$ cat src/rtl/alu_reg_operand_collector.sv
// ALU Reg-Reg operand collector: accepts one issued op per cycle, gathers operands A/B
// from WB forwarding or PRF read responses, and hands complete ops to execute via valid/ready.
module alu_reg_operand_collector #(
    parameter int PRF_BANK_COUNT     = 4,
    parameter int LOG_PRF_BANK_COUNT = 2,
    parameter int LOG_PR_COUNT       = 7,
    parameter int LOG_ROB_ENTRIES    = 7,
    parameter int DATA_W             = 32
) (
    input  logic                                         CLK,
    input  logic                                         nRST,

    input  logic                                         issue_valid,
    input  logic [3:0]                                   issue_op,
    input  logic                                         issue_A_forward,
    input  logic [LOG_PRF_BANK_COUNT-1:0]                issue_A_bank,
    input  logic                                         issue_B_forward,
    input  logic [LOG_PRF_BANK_COUNT-1:0]                issue_B_bank,
    input  logic [LOG_PR_COUNT-1:0]                      issue_dest_PR,
    input  logic [LOG_ROB_ENTRIES-1:0]                   issue_ROB_index,
    output logic                                         pipeline_ready,

    input  logic                                         A_reg_read_ack,
    input  logic                                         A_reg_read_port,
    input  logic                                         B_reg_read_ack,
    input  logic                                         B_reg_read_port,
    input  logic [PRF_BANK_COUNT-1:0][1:0][DATA_W-1:0]   reg_read_data_by_bank_by_port,
    input  logic [PRF_BANK_COUNT-1:0][DATA_W-1:0]        forward_data_by_bank,

    output logic                                         out_valid,
    input  logic                                         out_ready,
    output logic [3:0]                                   out_op,
    output logic [DATA_W-1:0]                            out_A,
    output logic [DATA_W-1:0]                            out_B,
    output logic [LOG_PR_COUNT-1:0]                      out_dest_PR,
    output logic [LOG_ROB_ENTRIES-1:0]                   out_ROB_index
);

    typedef struct packed {
        logic [3:0]                    op;
        logic                          a_forward;
        logic [LOG_PRF_BANK_COUNT-1:0] a_bank;
        logic                          b_forward;
        logic [LOG_PRF_BANK_COUNT-1:0] b_bank;
        logic [LOG_PR_COUNT-1:0]       dest_pr;
        logic [LOG_ROB_ENTRIES-1:0]    rob_index;
    } oc_fields_t;

    // Operand-collect stage
    logic              oc_valid;
    logic              oc_first;
    oc_fields_t        oc;
    logic              a_saved;
    logic              b_saved;
    logic [DATA_W-1:0] a_data;
    logic [DATA_W-1:0] b_data;

    // Per-cycle operand arrival
    logic [DATA_W-1:0] a_incoming;
    logic [DATA_W-1:0] b_incoming;
    logic              a_capture;
    logic              b_capture;
    logic              a_avail;
    logic              b_avail;
    logic [DATA_W-1:0] a_value;
    logic [DATA_W-1:0] b_value;

    logic              launch;
    logic              accept;

    // A forwarded operand is only on the WB bus in the first OC cycle, and it takes
    // priority over any PRF ack for the same operand.
    assign a_incoming = oc.a_forward ? forward_data_by_bank[oc.a_bank]
                                     : reg_read_data_by_bank_by_port[oc.a_bank][A_reg_read_port];
    assign b_incoming = oc.b_forward ? forward_data_by_bank[oc.b_bank]
                                     : reg_read_data_by_bank_by_port[oc.b_bank][B_reg_read_port];

    assign a_capture = oc_valid && !a_saved && (oc.a_forward ? oc_first : A_reg_read_ack);
    assign b_capture = oc_valid && !b_saved && (oc.b_forward ? oc_first : B_reg_read_ack);

    assign a_avail = a_saved || a_capture;
    assign b_avail = b_saved || b_capture;

    assign a_value = a_saved ? a_data : a_incoming;
    assign b_value = b_saved ? b_data : b_incoming;

    assign launch = oc_valid && a_avail && b_avail && (!out_valid || out_ready);

    // NOTE: combinational ready so a launching op frees OC for an issue in the same cycle;
    // gated by nRST so nothing is accepted while reset is asserted.
    assign pipeline_ready = nRST && (!oc_valid || launch);
    assign accept         = issue_valid && pipeline_ready;

    always_ff @(posedge CLK) begin
        if (!nRST) begin
            oc_valid <= 1'b0;
            oc_first <= 1'b0;
            a_saved  <= 1'b0;
            b_saved  <= 1'b0;
        end else if (accept) begin
            oc_valid <= 1'b1;
            oc_first <= 1'b1;
            a_saved  <= 1'b0;
            b_saved  <= 1'b0;
        end else begin
            oc_first <= 1'b0;
            if (launch) begin
                oc_valid <= 1'b0;
            end else begin
                if (a_capture) a_saved <= 1'b1;
                if (b_capture) b_saved <= 1'b1;
            end
        end
    end

    // NOTE: payload registers carry no reset; they are only observed when the matching
    // valid/saved flag is set, and those flags are reset.
    always_ff @(posedge CLK) begin
        if (accept) begin
            oc.op        <= issue_op;
            oc.a_forward <= issue_A_forward;
            oc.a_bank    <= issue_A_bank;
            oc.b_forward <= issue_B_forward;
            oc.b_bank    <= issue_B_bank;
            oc.dest_pr   <= issue_dest_PR;
            oc.rob_index <= issue_ROB_index;
        end
        if (a_capture) a_data <= a_incoming;
        if (b_capture) b_data <= b_incoming;
    end

    always_ff @(posedge CLK) begin
        if (!nRST) begin
            out_valid     <= 1'b0;
            out_op        <= '0;
            out_A         <= '0;
            out_B         <= '0;
            out_dest_PR   <= '0;
            out_ROB_index <= '0;
        end else if (launch) begin
            out_valid     <= 1'b1;
            out_op        <= oc.op;
            out_A         <= a_value;
            out_B         <= b_value;
            out_dest_PR   <= oc.dest_pr;
            out_ROB_index <= oc.rob_index;
        end else if (out_ready) begin
            out_valid     <= 1'b0;
        end
    end

    // A PRF ack for an operand that is already saved is an upstream protocol error.
    a_double_ack: assert property (@(posedge CLK) disable iff (!nRST)
        !(oc_valid && !oc.a_forward && a_saved && A_reg_read_ack))
        else $error("operand A acked after it was already saved");

    b_double_ack: assert property (@(posedge CLK) disable iff (!nRST)
        !(oc_valid && !oc.b_forward && b_saved && B_reg_read_ack))
        else $error("operand B acked after it was already saved");

endmodule

$ cat config.mk
export PLATFORM = sky130hd
export DESIGN_NAME = alu_reg_operand_collector
export DESIGN_NICKNAME = d
export VERILOG_FILES = /design/src/rtl/alu_reg_operand_collector.sv
export SDC_FILE = /design/constraint.sdc
export NUM_CORES = 1
export LEC_CHECK = 0
export BUFFER_PORTS_ARGS = -buffer_cell sky130_fd_sc_hd__buf_2
export CORE_AREA = 2 2 195 197
export CTS_CLUSTER_DIAMETER = 40
export DETAILED_ROUTE_END_ITERATION = 12
export DIE_AREA = 0 0 197 199
export GPL_ROUTABILITY_DRIVEN = 1
export PLACE_DENSITY = 0.64
export SYNTH_ARGS = -nofsm -noshare
export SYNTH_HDL_FRONTEND = slang
export SYNTH_SLANG_ARGS = --single-unit
$ cat constraint.sdc
create_clock -name CLK -period 3.3 [get_ports CLK]
set_input_delay 0.66 -clock CLK [delete_from_list [all_inputs] [get_ports CLK]]
set_output_delay 0.66 -clock CLK [all_outputs]
set_load 0.01 [all_outputs]
==> impl_metrics.toml, run 1 <==
[worst_setup_path]
crit_start = "oc[19]"
crit_required_ns = 2.64
path_cells = "mux2i_4, a21o_1, o21ai_0, and2_1, buf_2"
r2r_setup_slack_ns = 0.73
worstSetupPathType = "reg2out"
endpoint_kind = "primary output"
crit_path_top_delay_cell = "edfxtp_1"
critPathMaxStageDelay_ns = 0.45
worstRegToRegCells = 6
r2r-start = "oc[19]"
worstReg2RegEnd = "out_A[26]"
cp_max_fo = 4
startpoint_type = "flip-flop"
arrival_ns = 1.98

[timing]
fin_crit_sh = 0.799
timing.final.ws_setup_ns = 0.664
fin_crit_ns = 2.64
hold_viol = 0
relSlewSlack = 0.258
rsz0062_at_grt = "false"
worst_pin_slew_ns = 1.11
report.final.slew_viol_count = 0
skew_ns = 0.0115
max_clock_freq_ghz = 0.379
timing.hold.ws_ns = 0.384
setup_viol = 0
setup_tns_ns = 0

[synth]
yosysUniqueCellTypes = 35
avgSynthCellArea_um2 = 12.1
synth_flop_cell = "edfxtp_1"
synth.most_common_cell = "mux4_2"
synth-edff-count = 88
synth_common_cells = "mux4_2, nand2_1, o21ai_0, edfxtp_1, dfxtp_1"
syn_nets = 1485
netlist_area_um2 = 12900
synth_top_cell_area_share = 0.335
synth_seq_area_share = 0.340
synth_seq_cells = 175
yosysWarnings = 0
ys_top_cells_by_area = "mux4_2, edfxtp_1, dfxtp_1"
synth_top_area_cell = "mux4_2"
async_reset_ff_frac = 0
synth_cells = 1069

[cts]
post_cts_buffers = 0
root_buffer = "clkbuf_16"
clockBufferDepth = 2
cts_made_buffers = 17
clk-insertion-delay-late_ns = 0.45
ctsHoldBuffers = 0
clock-sinks = 175
h-tree-depth = 4
cts_tree = "done"
clk_pin_slew_worst_paths_ns = 0.07
post_cts_resize_count = 0

[cells_and_area]
drive_gt1_frac = 0.513
final_area_um2 = 16500
final.fill_count = 3527
nets = 1912
synthToLayoutAreaGrowth_pct = 27.8

[floorplan]
die_w_um = 197
core_um2 = 37100
io_pins = 500
row_count = 71
die_y_um = 199
dieArea_um2 = 39200
initial_utilization = 0.347

[status]
outcome = "complete, no violations"

[place]
io_buffers = 499
gp_congestion = 0.900
place_hpwl_um = 38500
dp_slack_ns = 0.788
dpl-instance-area_um2 = 15900

[pwr]
switching_share = 0.300
seqPwrFrac = 0.407
p_int_mw = 4.18
clkPwrFrac = 0.337
comb_power_share = 0.255
total_power_mw = 5.97
ir_drop_mv = 0.281
p_leak_nw = 7.22
pwr_density_cell_nw_per_um2 = 362
switchingPower_mw = 1.79

[routing]
viasPerCell = 6.09
drt_iter0_markers = 1032
drc = 0
drtAntennaViolNets = 0
drt_pre_antenna_iters = 7
vias = 12100
wl_per_cell_um = 26.2
routed_wl_um = 52200

[global_routing]
grt_usage = 0.260
grt_pass1_wl_um = 74900
grt_overflow_total = 0
grt_pass1_vias = 11900
antenna_found_initial = 11
grt_max_degree = 67

[flow_run]
cap_violations = 0

[hold_path]
hp-start = "issue_A_bank[0]"
worstHoldPathType = "in2reg"
whs_path_depth = 1
min_to = "oc[17]"
## placed cells by master (no fill, tap or decap), types with 2 or more instances in the layout
cell / count
a21o_1: 33
mux4_2: 192
clkinv_2: 2
inv_6: 3
buf_12: 8
o21ai_0: 116
inv_8: 2
inv_1: 4
nand2_1: 131
o211a_1: 32
o22ai_1: 32
nor2_4: 3
mux2i_1: 65
nor2_1: 4
dfxtp_1: 86
nand3_1: 18
a21oi_1: 22
o311a_1: 32
buf_4: 32
edfxtp_1: 88
a21oi_4: 2
o2111ai_1: 32
clkbuf_16: 19
buf_2: 497
diode_2: 11
inv_4: 3
nor3_1: 32
and3_1: 2
## how the worst max path moves through the flow
| stage | endpoint | cells past startpoint | slack, ns |
|---|---|---|---|
| 6_report | pipeline_ready | 5 | 0.66 |
| 5_1_grt | pipeline_ready | 5 | 0.56 |
| 4_1_cts | pipeline_ready | 5 | 0.65 |
| 3_5_place_dp | out_A[28] | 6 | 0.79 |
| 3_3_place_gp | out_A[22] | 6 | 0.82 |
| 2_1_floorplan | a_data[0] | 3 | 0.47 |
## final cells by class
| cell class | instances | area (um^2) | area share |
|---|---|---|---|
| Multi-Input combinational cell | 760 | 8000 | 0.485 |
| Timing Repair Buffer | 537 | 2890 | 0.175 |
| Antenna cell | 11 | 27.5 | 0.00167 |
| Sequential cell | 175 | 4390 | 0.266 |
| Inverter | 5 | 18.8 | 0.00114 |
| Tap cell | 474 | 593 | 0.0360 |
| Clock buffer | 20 | 479 | 0.0291 |
| Clock inverter | 12 | 93.8 | 0.00569 |
## power by group through the flow
| stage | registers (mW) | clock network (mW) | logic [mW] |
|---|---|---|---|
| 6_report | 2.43 | 2.02 | 1.52 |
| 5_1_grt | 2.44 | 2.14 | 1.63 |
| 4_1_cts | 2.43 | 2.05 | 1.52 |
| 3_5_place_dp | 2.48 | 0 | 1.52 |
| 3_3_place_gp | 2.48 | 0 | 1.49 |
| 2_1_floorplan | 2.48 | 0 | 0.864 |
## flip-flops by register name, indices dropped and copies added (netlist names), 4 cells and up
| signal | count |
|---|---|
| out_ROB_index | 7 |
| a_data | 32 |
| out_A | 32 |
| out_dest_PR | 7 |
| b_data | 32 |
| oc | 24 |
| out_op | 4 |
| out_B | 32 |
## stage by stage
| stage | cells | utilization |
|---|---|---|
| after detailed placement | 1951 | 0.428 |
| after floorplan | 1069 | - |
| after CTS | 1983 | 0.443 |
| final | 1994 | 0.444 |
| after global placement | 1951 | 0.428 |
| after global routing | 1990 | 0.444 |
## metal layers
layer  up-vias  GRT usage  share of wire
li1       5268          -              -
met4         2     0.0964          0.030
met1      6100      0.333           0.40
met3        81     0.0622          0.088
met5         -          0        0.00025
met2       692      0.430           0.48
## critical path, delay by kind of cell, from the launching register on
kind                   cells  cell delay, ns
buffers and inverters      1            0.14
flip-flops                 1            0.45
multiplexers               1            0.24
AO/OA/AOI/OAI              2            0.50
AND/OR/NAND/NOR            1            0.19
## cell families after synthesis
kind of cell | share of synthesized area
DFF | 0.340
and+or+nand+nor | 0.0632
AOI/OAI and AO/OA | 0.163
buffers and inverters | 0.0464
muxes | 0.388
Power figures use the tool's default switching activity.
==> run 2, diff against run 1 <==
==> constraint.sdc (replaced) <==
create_clock -name CLK -period 2.7 [get_ports CLK]
set_input_delay 0.54 -clock CLK [delete_from_list [all_inputs] [get_ports CLK]]
set_output_delay 0.54 -clock CLK [all_outputs]
set_load 0.01 [all_outputs]
==> run 2 against run 1 <==
Worst setup slack worse by 0.51 ns. Clock power increased by 19%. Count of clock-buffer cells in the layout decreased by 3. Worst hold slack worse by 0.13 ns. Routed wire length fell by 2.2%. Critical path depth unchanged. First-iteration DRC count up 1.6%. Combinational power grew 24%. Flip-flop and latch count unchanged.
==> impl_metrics.toml, run 2 (synthesis gave the netlist of run 1 again) <==
[status]
outcome = "complete, no violations"

[pwr]
comb_power_share = 0.259
p_leak_nw = 7.27
clkPwrFrac = 0.332
seqPwrFrac = 0.409
ir_drop_mv = 0.344
pwr_density_cell_nw_per_um2 = 437
switchingPower_mw = 2.22
switching_share = 0.306
p_int_mw = 5.04

[place]
dp_slack_ns = 0.301
gp_congestion = 0.908
io_buffers = 499
place_hpwl_um = 39200

[floorplan]
die_w_um = 197
io_pins = 500
die_y_um = 199
dieArea_um2 = 39200
core_um2 = 37100
row_count = 71
initial_utilization = 0.347

[cells_and_area]
layout_commonest_cell = "buf_2"
drive_gt1_frac = 0.515
final_cell_mix = "buf_2, mux4_2, nand2_1"
synthToLayoutAreaGrowth_pct = 28.8
nets = 1922

[timing]
max_clock_freq_ghz = 0.393
fin_crit_sh = 0.942
setup_tns_ns = 0
worst_pin_slew_ns = 1.02
fin_crit_ns = 2.54
timing.final.ws_setup_ns = 0.156
relSlewSlack = 0.315
rsz0062_at_grt = "false"
hold_viol = 0
skew_ns = 0.0154
setup_viol = 0
report.final.slew_viol_count = 0
timing.hold.ws_ns = 0.253

[routing]
drc = 0
drtAntennaViolNets = 0
routed_wl_um = 51100
drt_iter0_markers = 1049
vias = 12100
viasPerCell = 6.02
drt_pre_antenna_iters = 5
wl_per_cell_um = 25.5

[hold_path]
whs_path_depth = 1
hp-start = "issue_B_forward"
min_to = "oc[16]"
worstHoldPathType = "in2reg"

[worst_setup_path]
worstReg2RegEnd = "out_B[1]"
endpoint_kind = "primary output"
crit_required_ns = 2.16
r2r-start = "oc[14]"
cp_max_fo = 4
arrival_ns = 2.00
worstSetupPathType = "reg2out"
crit_start = "oc[19]"
worstRegToRegCells = 5
r2r_setup_slack_ns = 0.41
startpoint_type = "flip-flop"

[cts]
cts_made_buffers = 17
cts_tree = "done"
ctsHoldBuffers = 0
root_buffer = "clkbuf_16"
clk_pin_slew_worst_paths_ns = 0.08
clockBufferDepth = 2
clock-sinks = 175
clk-insertion-delay-late_ns = 0.46
h-tree-depth = 4
post_cts_buffers = 0
post_cts_resize_count = 0

[global_routing]
grt_pass1_wl_um = 73200
grt_usage = 0.255
grt_overflow_total = 0
antenna_found_initial = 9
grt_pass1_vias = 11700
grt_max_degree = 65

[flow_run]
cap_violations = 0
run 2: cell count changes in the layout (fill, tap and decap cells not counted), sizes merged:
cell / change
clkinv: +2
buf: +10
diode: +1
clkbuf: -3
inv: -1
clkinvlp: +2
run 2: final cells by class:
class / instances / area (um^2)
sequential: 175 / 4390
inverter: 5 / 18.8
timing repair buffer: 547 / 3040
antenna: 12 / 30.0
tap: 474 / 593
multi-input combinational: 760 / 8000
clock buffer: 17 / 425
fill: 3478 / 20500
clock inverter: 15 / 128
run 2: critical path: stages (launching register included):
cell      delay, ns
edfxtp_1       0.47
mux2i_4        0.24
a21o_1         0.21
o21ai_0        0.31
and2_1         0.18
buf_2          0.14
run 2: worst max path at each step:
stage / to / slack, ns / depth (start not counted)
2_1_floorplan: b_data[0] / 0.12 / 4
3_3_place_gp: out_B[1] / 0.32 / 6
3_5_place_dp: out_B[1] / 0.30 / 6
4_1_cts: pipeline_ready / 0.10 / 5
5_1_grt: pipeline_ready / 0.02 / 5
6_report: pipeline_ready / 0.16 / 5
run 2: metrics by stage:
| stage | util | instances | power [mW] | instance area, um^2 |
|---|---|---|---|---|
| 2_1_floorplan | - | 1069 | 4.09 | 12900 |
| 3_3_place_gp | 0.432 | 1961 | 4.87 | 16000 |
| 3_5_place_dp | 0.432 | 1961 | 4.90 | 16000 |
| 5_1_grt | 0.447 | 2000 | 7.55 | 16600 |
| 4_1_cts | 0.447 | 1993 | 7.31 | 16600 |
| 6_report | 0.447 | 2005 | 7.26 | 16600 |
run 2: routing by layer:
| metal | vias to the layer above | part of all wire | global-route usage |
|---|---|---|---|
| met5 | - | 0.00053 | 0 |
| met4 | 4 | 0.028 | 0.0894 |
| met3 | 71 | 0.088 | 0.0527 |
| met2 | 681 | 0.48 | 0.419 |
| met1 | 6012 | 0.40 | 0.335 |
| li1 | 5299 | - | - |
run 2: power groups by stage:
stage,registers (mW),clock network (mW),logic (mW)
after floorplan,3.03,0,1.06
after global placement,3.03,0,1.84
after detailed placement,3.03,0,1.87
final,2.97,2.41,1.88
after global routing,2.98,2.56,2.01
after CTS,2.97,2.46,1.87
==> run 3, diff against run 2 <==
==> constraint.sdc (replaced) <==
create_clock -name CLK -period 2.6 [get_ports CLK]
set_input_delay 0.52 -clock CLK [delete_from_list [all_inputs] [get_ports CLK]]
set_output_delay 0.52 -clock CLK [all_outputs]
set_load 0.01 [all_outputs]
==> run 3 against run 2 <==
Sequential share of layout area increased by 0.058 points. Routed wire length up 2.0%. Clock skew shrank 0.00053 ns. Die area did not move. Power rose by 4.4%. Utilization is 0.098 points lower. First-iteration DRC count is 9.5% lower. Worst setup slack got worse by 0.014 ns. Worst hold slack improved by 0.0069 ns.
==> impl_metrics.toml, run 3 (synthesis gave the netlist of run 1 again) <==
[routing]
routed_wl_um = 52100
wl_per_cell_um = 26.0
drtAntennaViolNets = 0
viasPerCell = 6.11
drt_pre_antenna_iters = 6
drc = 0
vias = 12200
drt_iter0_markers = 949

[place]
io_buffers = 499
place_hpwl_um = 39200
gp_congestion = 0.840

[floorplan]
dieArea_um2 = 39200
core_um2 = 37100
row_count = 71
die_y_um = 199
io_pins = 500
die_w_um = 197
initial_utilization = 0.347

[worst_setup_path]
r2r_setup_slack_ns = 0.18
critPathMaxStageDelay_ns = 0.44
crit_path_top_delay_cell = "edfxtp_1"
endpoint_kind = "primary output"
r2r-start = "oc[14]"
worstReg2RegEnd = "out_B[1]"
worstRegToRegCells = 5
crit_required_ns = 2.08
cp_max_fo = 10
startpoint_type = "flip-flop"
arrival_ns = 1.94
cp_top_family = "compound AO/OA/AOI/OAI gates"
cp.depth = 5
crit_buf_inv = 1
worstSetupPathType = "reg2out"
path_cells = "mux2i_4, a21o_1, o21ai_2, and2_1, buf_2"

[pwr]
ir_drop_mv = 0.396
total_power_mw = 7.58
pwr_density_cell_nw_per_um2 = 457
p_leak_nw = 7.27

[cells_and_area]
nets = 1921
layout_commonest_cell = "buf_2"
synthToLayoutAreaGrowth_pct = 28.5
drive_gt1_frac = 0.516
final.fill_count = 3562
final_cell_mix = "buf_2, mux4_2, nand2_1"

[timing]
skew_ns = 0.0149
rsz0062_at_grt = "false"
relSlewSlack = 0.199
worst_pin_slew_ns = 1.20
setup_viol = 0
hold_viol = 0
setup_tns_ns = 0
fin_crit_sh = 0.946
report.final.slew_viol_count = 0
fin_crit_ns = 2.46
max_clock_freq_ghz = 0.407

[hold_path]
hp-start = "issue_B_forward"
whs_path_depth = 1
min_to = "oc[16]"
worstHoldPathType = "in2reg"

[global_routing]
grt_overflow_total = 0
grt_pass1_wl_um = 74800
grt_usage = 0.258
grt_max_degree = 67
grt_pass1_vias = 12100
antenna_found_initial = 12

[cts]
ctsHoldBuffers = 0
h-tree-depth = 4
clockBufferDepth = 2
root_buffer = "clkbuf_16"
cts_tree = "done"
cts_made_buffers = 17
clk_pin_slew_worst_paths_ns = 0.07
clk-insertion-delay-late_ns = 0.44
clock-sinks = 175

[status]
outcome = "complete, no violations"

[flow_run]
cap_violations = 0
==> run 3: cell count changes in the layout (fill, tap and decap cells not counted) <==
cell,change
o21ai_0,-1
buf_12,-3
buf_4,+2
clkinv_1,-1
o21ai_2,+1
clkbuf_8,+1
clkinv_2,+3
clkinvlp_4,-1
diode_2,-1
clkinv_4,-3
clkinv_8,+1
==> run 3: worst max path at each step <==
stage                endpoint   start  slack [ns]
3_5_place_dp         out_B[1]  oc[14]        0.20
4_1_cts        pipeline_ready  oc[19]        0.02
5_1_grt        pipeline_ready  oc[19]        0.04
2_1_floorplan       b_data[0]  oc[16]        0.02
3_3_place_gp         out_B[1]  oc[14]        0.24
6_report       pipeline_ready  oc[19]        0.14
==> run 3: layout make-up <==
class / count / area [um^2] / share of cell area
antenna: 11 / 27.5 / 0.00166
tap: 474 / 593 / 0.0358
sequential: 175 / 4390 / 0.265
inverter: 5 / 18.8 / 0.00113
multi-input combinational: 760 / 8000 / 0.482
timing repair buffer: 546 / 2990 / 0.181
clock inverter: 14 / 121 / 0.00732
clock buffer: 18 / 439 / 0.0265
==> run 3: report_power, final <==
group	leakage [nW]	switching, mW	total [mW]	internal [mW]
sequential	1.52	0.0596	3.09	3.03
clock	0.275	1.26	2.54	1.29
combinational	5.47	1.01	1.95	0.940
total	7.27	2.33	7.58	5.25
==> run 3: repair_timing <==
| action | 4_1_cts | 5_1_grt |
|---|---|---|
| pin swaps | 0 | 0 |
| setup buffers | 0 | 0 |
| cloned | 0 | 0 |
| gates resized for setup | 1 | 1 |
| endpoints found under the setup margin | 1 | 1 |
==> run 3: worst reg2reg max path: cells and delay by family, from the launching register on <==
family                 cells  cell delay [ns]
AO/OA/AOI/OAI              1             0.34
multiplexers               2             1.05
flip-flops                 1             0.44
buffers and inverters      1             0.39
AND/OR/NAND/NOR            1             0.09
==> run 3: through the flow <==
step	hold WS [ns]	util	instance area, um^2	worst slack, ns	std cells
global placement	0.462	0.431	16000	0.242	1960
detailed placement	0.469	0.431	16000	0.205	1960
CTS	0.226	0.446	16500	0.0224	1992
global route	0.233	0.446	16600	0.0386	2000
finish	0.260	0.446	16600	0.141	2003
floorplan	0.492	-	12900	0.0163	1069
==> run 3: per-layer routing <==
| layer | global-route usage | wire length (um) | vias to the layer above |
|---|---|---|---|
| met3 | 0.0505 | 4480 | 68 |
| met4 | 0.0785 | 1080 | 2 |
| met2 | 0.446 | 26100 | 715 |
| li1 | - | - | 5298 |
| met5 | 0 | 13 | - |
| met1 | 0.328 | 20400 | 6149 |
